==> src/rtl/board_state_scanner.sv <==
// Raster-order reader for the board state RAM: streams every cell over valid/ready and tallies stones.
// Optional SCAN_EMPTY_COUNT_EN adds an empty_count output tallying empty cells.
module board_state_scanner #(
    parameter int DATA_BITS      = 2,
    parameter int EDGE_ADDR_BITS = 3
) (
    input  logic                        clk,
    input  logic                        rst,
    input  logic                        start,
    output logic                        busy,
    output logic                        done,
    output logic [2*EDGE_ADDR_BITS-1:0] rd_addr,
    input  logic [DATA_BITS-1:0]        rd_data,
    output logic                        out_valid,
    input  logic                        out_ready,
    output logic [EDGE_ADDR_BITS-1:0]   out_x,
    output logic [EDGE_ADDR_BITS-1:0]   out_y,
    output logic [DATA_BITS-1:0]        out_data,
    output logic                        out_last,
    output logic [2*EDGE_ADDR_BITS:0]   black_count,
    output logic [2*EDGE_ADDR_BITS:0]   white_count
`ifdef SCAN_EMPTY_COUNT_EN
    ,
    output logic [2*EDGE_ADDR_BITS:0]   empty_count
`endif
);

    localparam int AW = 2 * EDGE_ADDR_BITS;
    localparam int CW = AW + 1;
    localparam logic [AW-1:0]        MAX_IDX = '1;
    localparam logic [DATA_BITS-1:0] CELL_EMPTY = DATA_BITS'(0);
    localparam logic [DATA_BITS-1:0] CELL_BLACK = DATA_BITS'(1);
    localparam logic [DATA_BITS-1:0] CELL_WHITE = DATA_BITS'(2);

    typedef enum logic {IDLE, SCAN} state_t;

    state_t                    state_q, state_d;
    logic [AW-1:0]             index_q, index_d;
    logic                      exhausted_q, exhausted_d;
    logic                      valid_q, valid_d;
    logic                      last_q, last_d;
    logic [EDGE_ADDR_BITS-1:0] x_q, x_d, y_q, y_d;
    logic [DATA_BITS-1:0]      data_q, data_d;
    logic                      done_q, done_d;
    logic [CW-1:0]             black_q, black_d, white_q, white_d;
    logic [CW-1:0]             empty_q, empty_d;
    logic                      load, accept;

    always_comb begin
        state_d     = state_q;
        index_d     = index_q;
        exhausted_d = exhausted_q;
        valid_d     = valid_q;
        last_d      = last_q;
        x_d         = x_q;
        y_d         = y_q;
        data_d      = data_q;
        done_d      = 1'b0;
        black_d     = black_q;
        white_d     = white_q;
        empty_d     = empty_q;
        // exhausted_q stops the index at the last cell so nothing is re-read
        load   = (state_q == SCAN) && !exhausted_q && (!valid_q || out_ready);
        accept = valid_q && out_ready;
        case (state_q)
            IDLE: begin
                if (start) begin
                    state_d     = SCAN;
                    index_d     = '0;
                    exhausted_d = 1'b0;
                    black_d     = '0;
                    white_d     = '0;
                    empty_d     = '0;
                end
            end
            SCAN: begin
                if (accept) begin
                    valid_d = 1'b0;
                    last_d  = 1'b0;
                    if (last_q) begin
                        state_d = IDLE;
                        done_d  = 1'b1;
                        index_d = '0;
                    end
                end
                if (load) begin
                    data_d     = rd_data;
                    {y_d, x_d} = index_q;
                    valid_d    = 1'b1;
                    last_d     = (index_q == MAX_IDX);
                    if (index_q == MAX_IDX) exhausted_d = 1'b1;
                    else                    index_d     = index_q + 1'b1;
                    if (rd_data == CELL_BLACK) black_d = black_q + 1'b1;
                    if (rd_data == CELL_WHITE) white_d = white_q + 1'b1;
                    if (rd_data == CELL_EMPTY) empty_d = empty_q + 1'b1;
                end
            end
            default: state_d = IDLE;
        endcase
    end

    always_ff @(posedge clk) begin
        if (rst) begin
            state_q     <= IDLE;
            index_q     <= '0;
            exhausted_q <= 1'b0;
            valid_q     <= 1'b0;
            last_q      <= 1'b0;
            x_q         <= '0;
            y_q         <= '0;
            data_q      <= '0;
            done_q      <= 1'b0;
            black_q     <= '0;
            white_q     <= '0;
            empty_q     <= '0;
        end else begin
            state_q     <= state_d;
            index_q     <= index_d;
            exhausted_q <= exhausted_d;
            valid_q     <= valid_d;
            last_q      <= last_d;
            x_q         <= x_d;
            y_q         <= y_d;
            data_q      <= data_d;
            done_q      <= done_d;
            black_q     <= black_d;
            white_q     <= white_d;
            empty_q     <= empty_d;
        end
    end

    assign busy        = (state_q == SCAN);
    assign done        = done_q;
    assign rd_addr     = index_q;
    assign out_valid   = valid_q;
    assign out_x       = x_q;
    assign out_y       = y_q;
    assign out_data    = data_q;
    assign out_last    = last_q;
    assign black_count = black_q;
    assign white_count = white_q;
`ifdef SCAN_EMPTY_COUNT_EN
    assign empty_count = empty_q;
`else
    logic unused_empty;
    assign unused_empty = ^empty_q;
`endif

endmodule

==> config.mk <==
export PLATFORM = sky130hd
export DESIGN_NAME = board_state_scanner
export DESIGN_NICKNAME = d
export VERILOG_FILES = /design/src/rtl/board_state_scanner.sv
export SDC_FILE = /design/constraint.sdc
export NUM_CORES = 1
export LEC_CHECK = 0
export ABC_AREA = 1
export BUFFER_PORTS_ARGS = -buffer_cell sky130_fd_sc_hd__buf_2
export CAP_MARGIN = 10
export CORE_ASPECT_RATIO = 0.9
export CORE_MARGIN = 1.5
export CORE_UTILIZATION = 35
export DETAILED_ROUTE_END_ITERATION = 10
export HOLD_SLACK_MARGIN = 0.03
export PLACE_DENSITY = 0.63
export RECOVER_POWER = 100
export SYNTH_ARGS = -nofsm -noshare
export SYNTH_HDL_FRONTEND = slang
export SYNTH_SLANG_ARGS = --single-unit
==> constraint.sdc <==
create_clock -name clk -period 2 [get_ports clk]
set_input_delay 0.3 -clock clk [delete_from_list [all_inputs] [get_ports clk]]
set_output_delay 0.3 -clock clk [all_outputs]
set_load 0.005 [all_outputs]
==> impl_metrics.env <==
export IMPL_status="completed"
export IMPL_synth_edf_count=0
export IMPL_drive_above_1_share=0.2000
export IMPL_reg2reg_depth=7
export IMPL_holdCritPathClass="in -> reg"
export IMPL_postSynth_asyncResetShare=0
export IMPL_initial_utilization=0.3719
export IMPL_fmax_mhz=597.1
export IMPL_drv_cap=0
export IMPL_io_buffers=37
export IMPL_crit_type="reg -> reg"
export IMPL_finalCritPeriodShare=0.8374
export IMPL_syn_inst=237
export IMPL_worst_slew_pin_slew_ns=0.3726
export IMPL_drtPass1Iterations=4
export IMPL_setup_tns_final_ns=0
export IMPL_p_leak_nw=0.9303
export IMPL_overflow=0
export IMPL_grt_usage=0.1605
export IMPL_fin_worst_skew_ns=0.003997
export IMPL_yosysWarningCount=0
export IMPL_synth_area_top_cells="dfxtp_1 39%, nand2_1 12%, inv_1 6.2%, nor2_1 6.2%, a21oi_1 5.3%"
export IMPL_power_mw=1.414
export IMPL_slew_headroom=0.7497
export IMPL_crit_fanout=17
export IMPL_io_pins=38
export IMPL_critPathSlowestCell="dfxtp_1"
export IMPL_synth_most_common_cell="nand2_1"
export IMPL_syn_to_final_growth_pct=18.16
export IMPL_synth_seq_cells=33
export IMPL_nFillCells=495
export IMPL_syn_nets=246
export IMPL_synth_top_cell_area_share=0.3882
export IMPL_wl_mm=4.013
export IMPL_die_y_um=69.15
export IMPL_root_buffer="clkbuf_8"
export IMPL_crit_path_cell_trace="nand2_1 -> nor2_8 -> nand3_1 -> nand2_4 -> inv_1 -> o21ai_0 -> nor2_1"
export IMPL_final_core_util=0.4394
export IMPL_seq_area_frac_synth=0.3882
export IMPL_clock_sinks=33
export IMPL_cp_start_kind="register"
export IMPL_cts_tree="yes"
export IMPL_synth_ff_type="dfxtp_1"
export IMPL_ys_types=29
export IMPL_worstSkewPairLatency_ns=0.29
export IMPL_setup_viol=0
export IMPL_antenna_found_initial=0
export IMPL_slew_viol_final=0
export IMPL_ant_nets=0
export IMPL_syn_area_um2=1702
export IMPL_grt_pass1_wl_mm=6.720
export IMPL_num_rows=23
export IMPL_avgSynthCellArea_um2=7.180
export IMPL_dp_slack_ns=0.4844
export IMPL_drt_iter0_markers=70
export IMPL_cts_setup_buffers=0
export IMPL_place_congestion=0.8548
export IMPL_fin_nets=288
export IMPL_vias_per_cell=4.787
export IMPL_wl_per_cell_um=11.73
export IMPL_die_area_um2=5290
export IMPL_cp_data_arrival_time_ns=1.86
export IMPL_endpoint_kind="register"
export IMPL_holdWs_ns=0.2437
export IMPL_dr_total_vias=1637
export IMPL_cp_slowest_stage_delay_ns=0.46
export IMPL_cts_buffers=5
export IMPL_setup_ws_ns=0.3252
export IMPL_antenna_cells=0
export IMPL_whs_path_depth=2
export IMPL_grt_max_degree=18
export IMPL_yosysTopAreaCell="dfxtp_1"
export IMPL_cts_clk_slew_worst_paths_ns=0.07
export IMPL_worstPathRequired_ns=2.19
export IMPL_clock_path_buffers=2
export IMPL_rsz0062_at_grt="no"
export IMPL_htree_levels=2
export IMPL_grt_pass1_vias=1438
export IMPL_cts_resized=0
export IMPL_cts_hold_buf=0
export IMPL_core_um2=4576
export IMPL_die_w_um=76.50
export IMPL_hold_violations=0
export IMPL_powerDensity_nw_per_um2=703.4
export IMPL_drcViolationCount=0
export IMPL_ir_worst_vdd_mv=0.4893
export IMPL_synth_common_cells="53 x nand2_1, 33 x dfxtp_1, 28 x inv_1, 28 x nor2_1, 18 x a21oi_1"
export IMPL_fin_crit_ns=1.675
export IMPL_dp_hpwl_mm=2.898
==> stage by stage <==
step                      std cells  instance area [µm²]
after floorplan                 237                 1702
after global placement          334                 1962
after detailed placement        334                 1962
after CTS                       342                 2063
after global routing            342                 2011
final                           342                 2011
==> cells by family (layout without fill, tap and decap cells) <==
logic type      Yosys count  in the layout  share of synthesized area
simple gates            124            124                     0.3684
compound gates           37             37                     0.1206
buf+inv                  37             80                    0.08529
flops                    33             33                     0.3882
fa+ha+maj                 3              3                    0.02206
xor+xnor                  3              3                    0.01544
==> critical path: cells and delay by family (launching register included) <==
family / cells / cell delay (ns)
compound gates: 1 / 0.16
buf+inv: 1 / 0.09
flops: 1 / 0.46
simple gates: 5 / 0.86
==> final cells by class <==
type                    count  area (µm²)  share of cell area
well taps                  62       77.57             0.03858
flip-flops and latches     33       660.6              0.3286
inverters                  32       120.1             0.05974
clock buffers               7       96.34             0.04792
multi-input cells         167       852.1              0.4238
clock inverters             1       5.005            0.002489
repair buffers             40       198.9             0.09894
==> path summary, 6_finish.rpt <==
check,to,slack [ns],from
worst min-delay path,white_count[5],0.24,rst
worst max-delay path,black_count[2],0.33,busy
worst max register to register,black_count[2],0.33,busy
worst min register to register,out_data[0],0.48,out_data[0]
==> routing by layer <==
| layer | wire length [µm] | vias to the layer above | global-route usage |
|---|---|---|---|
| met1 | 2030 | 753 | 0.2123 |
| met3 | 182 | 5 | 0.05430 |
| met4 | 57 | 0 | 0.05556 |
| met2 | 1743 | 39 | 0.2431 |
| li1 | - | 840 | - |
| met5 | 0 | - | 0 |
==> flip-flops by register name, summed over array words and instances (netlist names) <==
name / flops
out_last: 1
black_count: 7
out_y: 3
out_x: 3
out_data: 2
busy: 1
rd_addr: 6
done: 1
white_count: 7
exhausted_q: 1
out_valid: 1
==> report_power, final <==
group / total (mW) / internal [mW] / switching (mW) / leakage (nW)
logic: 0.155 / 0.0528 / 0.102 / 0.608
clock network: 0.565 / 0.311 / 0.254 / 0.0542
registers: 0.695 / 0.678 / 0.0170 / 0.268
==> layout by cell type, fill, tap and decap left out, drive strengths merged <==
cell type / netlist / layout
and3: 1 / 1
clkinv: 0 / 1
nand4: 4 / 4
ha: 3 / 3
xor2: 2 / 2
o21ai: 12 / 12
buf: 3 / 33
nor3: 2 / 2
a21oi: 21 / 21
nand2: 61 / 61
xnor2: 1 / 1
a211oi: 2 / 2
a31oi: 1 / 1
clkbuf: 2 / 14
nor2: 34 / 34
nand3: 22 / 22
inv: 32 / 32
o211ai: 1 / 1
dfxtp: 33 / 33
(Power assumes the default switching activity.)
